`src/rtl/alu_wb_stage.sv`:
```
// Writeback stage behind the 32-bit ALU: 2-entry skid FIFO, status register, overflow trap.
// Optional feature macro: ALU_WB_TRAP_EN (suppress writeback of trapped add/sub, enable ovf_trap/trap_cnt).
module alu_wb_stage #(
    parameter int DW  = 32,
    parameter int OPW = 11,
    parameter int RW  = 5
) (
    input  logic           clk,
    input  logic           rst_n,
    input  logic           in_valid,
    output logic           in_ready,
    input  logic [OPW-1:0] in_op,
    input  logic [DW-1:0]  in_data,
    input  logic           in_carry,
    input  logic           in_ovf,
    input  logic           in_zero,
    input  logic [RW-1:0]  in_dest,
    output logic           out_valid,
    input  logic           out_ready,
    output logic [DW-1:0]  wb_data,
    output logic [RW-1:0]  wb_dest,
    output logic           wb_en,
    output logic [3:0]     status,
    input  logic           status_clr,
    output logic           ovf_trap,
    output logic [7:0]     trap_cnt
);
    localparam logic [OPW-1:0] OP_ADD = OPW'(11'b00000100000);
    localparam logic [OPW-1:0] OP_SUB = OPW'(11'b00000100010);

    typedef struct packed {
        logic [DW-1:0] data;
        logic [RW-1:0] dest;
        logic          v;
        logic          c;
        logic          z;
        logic          trap;
    } ent_t;

    ent_t [1:0] mem;
    ent_t       head;
    logic       rd_ptr, wr_ptr;
    logic [1:0] cnt, cnt_nxt;
    logic       rdy_q;
    logic       push, pop;
    logic       sticky, v_q, c_q, z_q;

    assign push      = in_valid && rdy_q;
    assign out_valid = (cnt != 2'd0);
    assign pop       = out_valid && out_ready;
    assign in_ready  = rdy_q;
    assign head      = mem[rd_ptr];
    assign wb_data   = head.data;
    assign wb_dest   = head.dest;
    assign status    = {sticky, v_q, c_q, z_q};

    always_comb begin
        cnt_nxt = cnt;
        if (push && !pop)
            cnt_nxt = cnt + 2'd1;
        else if (pop && !push)
            cnt_nxt = cnt - 2'd1;
    end

    // in_ready is registered from next count, so out_ready never reaches it combinationally
    always_ff @(posedge clk or negedge rst_n) begin
        if (!rst_n) begin
            mem    <= '0;
            rd_ptr <= 1'b0;
            wr_ptr <= 1'b0;
            cnt    <= 2'd0;
            rdy_q  <= 1'b0;
        end else begin
            if (push) begin
                mem[wr_ptr].data <= in_data;
                mem[wr_ptr].dest <= in_dest;
                mem[wr_ptr].v    <= in_ovf;
                mem[wr_ptr].c    <= in_carry;
                mem[wr_ptr].z    <= in_zero;
                mem[wr_ptr].trap <= in_ovf && ((in_op == OP_ADD) || (in_op == OP_SUB));
                wr_ptr           <= ~wr_ptr;
            end
            if (pop)
                rd_ptr <= ~rd_ptr;
            cnt   <= cnt_nxt;
            rdy_q <= (cnt_nxt != 2'd2);
        end
    end

    // Sticky set on a trapped handshake takes priority over a same-cycle clear
    always_ff @(posedge clk or negedge rst_n) begin
        if (!rst_n) begin
            sticky <= 1'b0;
            v_q    <= 1'b0;
            c_q    <= 1'b0;
            z_q    <= 1'b0;
        end else begin
            if (pop) begin
                v_q <= head.v;
                c_q <= head.c;
                z_q <= head.z;
            end
            if (pop && head.trap)
                sticky <= 1'b1;
            else if (status_clr)
                sticky <= 1'b0;
        end
    end

`ifdef ALU_WB_TRAP_EN
    logic       trap_q;
    logic [7:0] tcnt_q;

    assign wb_en    = out_valid && (head.dest != '0) && !head.trap;
    assign ovf_trap = trap_q;
    assign trap_cnt = tcnt_q;

    always_ff @(posedge clk or negedge rst_n) begin
        if (!rst_n) begin
            trap_q <= 1'b0;
            tcnt_q <= 8'd0;
        end else begin
            trap_q <= pop && head.trap;
            if (pop && head.trap && (tcnt_q != 8'hFF))
                tcnt_q <= tcnt_q + 8'd1;
        end
    end
`else
    assign wb_en    = out_valid && (head.dest != '0);
    assign ovf_trap = 1'b0;
    assign trap_cnt = 8'd0;
`endif

endmodule

```
`config.mk`:
```
export PLATFORM = sky130hd
export DESIGN_NAME = alu_wb_stage
export DESIGN_NICKNAME = d
export VERILOG_FILES = /design/src/rtl/alu_wb_stage.sv
export SDC_FILE = /design/constraint.sdc
export NUM_CORES = 1
export LEC_CHECK = 0
export ABC_AREA = 0
export ABC_CLOCK_PERIOD_IN_PS = 3800
export BUFFER_PORTS_ARGS = -buffer_cell sky130_fd_sc_hd__buf_4
export CAP_MARGIN = 20
export CORE_ASPECT_RATIO = 0.5
export CORE_MARGIN = 2
export CORE_UTILIZATION = 45
export CTS_BUF_LIST = sky130_fd_sc_hd__clkbuf_4 sky130_fd_sc_hd__clkbuf_8
export CTS_CLUSTER_DIAMETER = 50
export DETAILED_ROUTE_END_ITERATION = 8
export PLACE_DENSITY = 0.69
export SYNTH_ARGS = -nofsm -noshare
export SYNTH_HDL_FRONTEND = slang
export SYNTH_SLANG_ARGS = --single-unit
```
`constraint.sdc`:
```
create_clock -name clk -period 3.8 [get_ports clk]
set_input_delay 0.57 -clock clk [delete_from_list [all_inputs] [get_ports clk]]
set_output_delay 0.57 -clock clk [all_outputs]
set_load 0.02 [all_outputs]
```
; Yosys cells after proc, flatten, opt, wreduce, memory -nomap -nowiden
; Index checks and enable logic that the tools add are counted.
[totals]
ff_bits = 91
latchBits = 0
mem_bits_rw = 0
romBits = 0
inputBits = 56
output_inout_bits = 53
mem_count = 0
[op_classes]
add_sub_neg = 2
mul = 0
n_div = 0
n_lt_le_gt_ge = 3
eq_ne = 3
shift = 0
mux = 24
bitwise = 2
reduce_logical = 14
[ops]
columns = operator, count
row1 = bitwise mux 82 bit, 6
row2 = demux 41 bit (select 1 bit), 6
row3 = 2-to-1 mux 41 bit, 3
row4 = equality test 11 x 6 -> 1 bit (second input constant), 2
row5 = 2-to-1 mux 9 bit, 1
row6 = logical AND 1 bit, 8
row7 = 2-to-1 mux 2 bit, 3
row8 = nonzero test 5 bit, 1
row9 = less-than comparator 1 x 2 -> 1 bit (second input constant), 2
row10 = 2-to-1 mux 4 bit, 1
row11 = nonzero test 2 bit, 2
row12 = 2-to-1 mux 1 bit, 3
row13 = 2-to-1 mux 3 bit, 1
row14 = adder 2 x 1 -> 2 bit (second input constant), 1
row15 = zero test 1 bit, 2
row16 = inequality test 2 bit (second input constant), 1
row17 = inverter 1 bit, 2
row18 = subtractor 2 x 1 -> 2 bit (second input constant), 1
row19 = greater-or-equal comparator 1 bit (second input constant), 1
row20 = logical OR 1 bit, 1

; Logic depth before layout (Yosys ltp)
[logic_depth]
depth_word = 10
depth_mapped = 7
depth_no_buf = 6

; Worst setup path after synthesis
; OpenSTA, ideal clock, no wires.
[synth_timing]
path_type = register to output
from = register rd_ptr
to = output wb_data[26]
arrival_ns = 1.396
required_time_ns = 3.230
slack_ns = 1.834
stages_incl_launch_ff = 6
path_buffers = 4
cell_sequence = dfrtp_1 > buf_2 > buf_2 > buf_2 > mux2_2 > buf_4
[synth_rtl]
columns = item, line
row1 = from (decl), 42  ; logic rd_ptr, wr_ptr;
row2 = from (signal assigned), 84  ; rd_ptr <= ~rd_ptr;
row3 = to (decl), 20  ; output logic [DW-1:0] wb_data,

; Worst setup path in the final report
[layout_timing]
from = register rd_ptr
to = output wb_data[22]
[layout_via]
elab_chain_cells = 2
[layout_lines]
columns = item, line
row1 = 2-to-1 mux 41 bit (implied by the code) (2 in series), 52  ; assign head = mem[rd_ptr];
; Every way passes these cells. The select of a mux whose other input is x is not followed.

==> PnR_summary.wiki <==
{| class="wikitable"
! Metric !! Value
|-
| Warnings from Yosys || 0
|-
| Leakage || 2.50 nW
|-
| Tightest slew margin relative to the limit || 0.478
|-
| Crit end category || output port
|-
| Number of nets with antenna violations after detailed routing || 0
|-
| Dominant combinational cell family by area after synthesis || multiplexers
|-
| Number of synthesized register bits || between 90 and 100
|-
| Summed instance area of the synthesized netlist || 0.00449 sq mm
|-
| Clock latency on the worst-skew pair || 0.35 ns
|-
| Relative area change from synthesis to final layout || 16.7%
|-
| Final standard cell count with taps included and fillers excluded || between 500 and 600
|-
| Standard-cell row count || 25
|-
| Number of buffers added by the clock tree synthesis step || 9
|-
| Multiplexer fraction of the synthesized cell area || 0.336
|-
| Total of hold buffers inserted after clock tree synthesis || 0
|-
| Routed length per instance || 16.1 um
|-
| Fraction of layout instances using a drive strength above 1 || 0.626
|-
| Instance area after placement || around 0.0050 sq mm
|-
| Number of placed instances with taps included || 500
|-
| Overall track demand over capacity in global routing || 0.163
|-
| Post-CTS sizing || 0
|-
| Cell area power density || ~950 mW/mm^2
|-
| Clock transition at the registers of the reported paths || 0.09 ns
|-
| Most frequent cell on the critical path || sky130_fd_sc_hd__buf_4
|-
| Count of boundary I/O pins || roughly 110
|-
| Largest clock skew in the final design || around 0.016 ns
|-
| Nets || roughly 430
|-
| Max-capacitance violation count || 0
|-
| Number of enable-type register cells in the synthesized netlist || 0
|-
| Vias/cell || between 4 and 5
|-
| Synth Area in Adders || 0.00279
|-
| Pin slew with the least headroom to its limit || around 0.8 ns
|-
| Max-slew violation count || 0
|-
| Post-Syn Area per Cell || about 14 sq um
|-
| Area fraction in compound gates after synthesis || 0.0159
|-
| # DRC || 0
|-
| Area of the core region || 0.00957 sq mm
|-
| Worst hold margin || ~0.10 ns
|-
| Post-Route Utilization || 0.547
|-
| Period utilization || 0.702
|-
| Sinks on the clock net || between 90 and 100
|-
| Final Hold Fails || 0
|-
| Library cell used as clock root buffer || sky130_fd_sc_hd__clkbuf_8
|-
| Routability congestion estimate || 0.667
|-
| Number of input and output port buffers inserted || around 100
|-
| Syn Inst Count || 320
|-
| Worst-path cell chain || buf_4 -> mux2_2 -> buf_4
|-
| Antenna diode instance count || 0
|-
| Critical path class || register to output port
|-
| Fin worst setup slack || around 1.1 ns
|-
| Maximum clock insertion buffer count || 2
|-
| Worst supply voltage drop on vdd || around 410 uV
|-
| Data arrival at the endpoint of the critical path || approximately 2.1 ns
|-
| Number of global-route vias before repair || roughly 2,700
|-
| Primary flip-flop cell chosen by synthesis mapping || sky130_fd_sc_hd__dfrtp_1
|-
| Required @ worst endpoint || between 3 and 4 ns
|-
| Post-layout minimum cycle time || 2.67 ns
|-
| Startpoint type of the worst setup path || register
|-
| Cell variety after synth || 24
|-
| Xor/xnor cell area share of the yosys netlist || 0.00391
|-
| Final cell area excluding filler cells || 0.00524 sq mm
|-
| Global-route wire length before repair || 13,600 um
|-
| Drt total wl || 8340 um
|-
| Synthesized-area fraction occupied by and/or/nand/nor cells || 0.0226
|-
| Global route overflow || 0
|-
| Starting DRC count in detailed routing || 60
|-
| HPWL after DPL || roughly 5800 um
|-
| Width of the chip || between 100 and 150 um
|-
| Overall power consumption || around 5.0 mW
|-
| Setup violation total in the final timing report || 0
|-
| Worst slack at placement || approximately 1.4 ns
|-
| Run status || completed
|-
| Vert. Die Dim || approximately 75 um
|-
| Setup TNS Final || 0 ns
|-
| Sequential share of the synthesized area || 0.508
|-
| Via Count || around 2,500
|-
| Share of async-settable or async-resettable flops after synthesis || 1.00
|-
| Critical path fanouts, max || 30
|-
| Largest net degree at the start of global routing || between 90 and 100
|-
| RSZ-0062 raised after global routing || false
|-
| Max Fclk || roughly 370 MHz
|-
| CTS tree || yes
|-
| Number of levels in the clock H-tree || 3
|-
| Slowest cell delay on critical path || 0.85 ns
|-
| Overall die area || roughly 0.011 sq mm
|-
| Cell at the slowest stage of the critical path || sky130_fd_sc_hd__dfrtp_2
|-
| Class of the tightest hold or removal check || input port to asynchronous set/reset pin
|-
| Setup Buffers After CTS || 0
|-
| Number of search-and-repair iterations in the first detailed-routing pass || 4
|-
| Starting density of the core || 0.469
|-
| Number of antenna violations at the first check in global routing || 0
|}
-- report_power, final --
| group | switching (mW) | internal (mW) | leakage, nW |
|---|---|---|---|
| Sequential | 0.323 | 1.45 | 1.08 |
| Combinational | 1.08 | 1.38 | 1.31 |
| Clock | 0.344 | 0.375 | 0.114 |
| Total | 1.75 | 3.21 | 2.50 |
-- logic make-up after synthesis --
family / Yosys count
other: 1
and+or+nand+nor: 21
muxes: 122
xor gates and xnor gates: 2
DFF: 91
AOI/OAI and AO/OA: 13
buffers and inverters: 69
adders and majority gates: 1
-- synthesized netlist by cell type (2+ instances only) --
cell | instances | area, sq um
sky130_fd_sc_hd__a21oi_1 | 3 | 15.0
sky130_fd_sc_hd__buf_2 | 9 | 45.0
sky130_fd_sc_hd__buf_4 | 50 | 375
sky130_fd_sc_hd__buf_6 | 5 | 56.3
sky130_fd_sc_hd__dfrtp_1 | 91 | 2280
sky130_fd_sc_hd__inv_1 | 4 | 15.0
sky130_fd_sc_hd__mux2_2 | 80 | 901
sky130_fd_sc_hd__mux2_4 | 37 | 556
sky130_fd_sc_hd__mux2i_1 | 5 | 50.1
sky130_fd_sc_hd__nand2_1 | 8 | 30.0
sky130_fd_sc_hd__nand3_1 | 4 | 20.0
sky130_fd_sc_hd__nor2_1 | 3 | 11.3
sky130_fd_sc_hd__nor3_1 | 2 | 10.0
sky130_fd_sc_hd__nor4b_1 | 2 | 17.5
sky130_fd_sc_hd__o21ai_0 | 7 | 35.0
sky130_fd_sc_hd__xnor2_1 | 2 | 17.5
-- final cells by class --
| class | count | area [sq um] |
|---|---|---|
| Fill cell | 815 | 4340 |
| Sequential cell | 91 | 2280 |
| Multi-Input combinational cell | 168 | 1750 |
| Timing Repair Buffer | 103 | 806 |
| Tap cell | 135 | 169 |
| Clock buffer | 9 | 124 |
| Clock inverter | 7 | 96.3 |
| Inverter | 4 | 15.0 |
-- placed cells by master (no fill, tap or decap) --
cell type and n:
sky130_fd_sc_hd__o22ai_1 1, sky130_fd_sc_hd__inv_6 3, sky130_fd_sc_hd__a21oi_1 3, sky130_fd_sc_hd__ha_1 1, sky130_fd_sc_hd__or2_2 1, sky130_fd_sc_hd__conb_1 9, sky130_fd_sc_hd__mux2_4 37, sky130_fd_sc_hd__a22oi_1 1
sky130_fd_sc_hd__nor4b_1 2, sky130_fd_sc_hd__nand3_2 1, sky130_fd_sc_hd__nand2_1 8, sky130_fd_sc_hd__xnor2_1 2, sky130_fd_sc_hd__nand3_1 3, sky130_fd_sc_hd__o21ai_0 7, sky130_fd_sc_hd__buf_12 1, sky130_fd_sc_hd__dfrtp_1 90
sky130_fd_sc_hd__buf_4 101, sky130_fd_sc_hd__nor2_1 3, sky130_fd_sc_hd__nor3_1 2, sky130_fd_sc_hd__o211ai_1 1, sky130_fd_sc_hd__mux2i_1 5, sky130_fd_sc_hd__inv_1 4, sky130_fd_sc_hd__nand2b_1 1, sky130_fd_sc_hd__dfrtp_2 1
sky130_fd_sc_hd__mux2_2 80, sky130_fd_sc_hd__clkbuf_8 9, sky130_fd_sc_hd__buf_16 1, sky130_fd_sc_hd__clkinv_2 2, sky130_fd_sc_hd__bufinv_16 2
-- critical path: cells and delay by family, from the launching register on --
family | cells | cell delay, ns
multiplexers | 1 | 0.37
buffers and inverters | 2 | 0.53
flip-flops | 1 | 0.85
-- worst paths after layout --
path | from | end | slack (ns) | cells after the start
worst max-delay path | rd_ptr$_DFFE_PN0P_ | wb_data[22] | 1.13 | 3
worst min-delay path | rst_n | mem[35]$_DFFE_PN0P_ | 0.10 | 1
worst max register to register | in_ready$_DFF_PN0_ | mem[16]$_DFFE_PN0P_ | 1.70 | 4
worst min register to register | mem[0]$_DFFE_PN0P_ | mem[0]$_DFFE_PN0P_ | 0.49 | 2
max in group asynchronous | rst_n | mem[66]$_DFFE_PN0P_ | 3.05 | 2
min in group clk | status_clr | sticky$_DFFE_PN0P_ | 0.39 | 2
-- flip-flops by register name, indices dropped and copies added, names as in the netlist --
signal,count
rd_ptr,1
sticky,1
v_q,1
cnt,2
mem,82
z_q,1
c_q,1
wr_ptr,1
in_ready,1
-- layer usage --
layer / GRT usage / vias to the layer above / wire, um
met3: 0.0503 / 6 / 290
met2: 0.320 / 51 / 4640
met4: 0.0425 / 0 / 61
met5: 0 / - / 0
li1: - / 1164 / -
met1: 0.177 / 1273 / 3350
(Power assumes the default switching activity.)
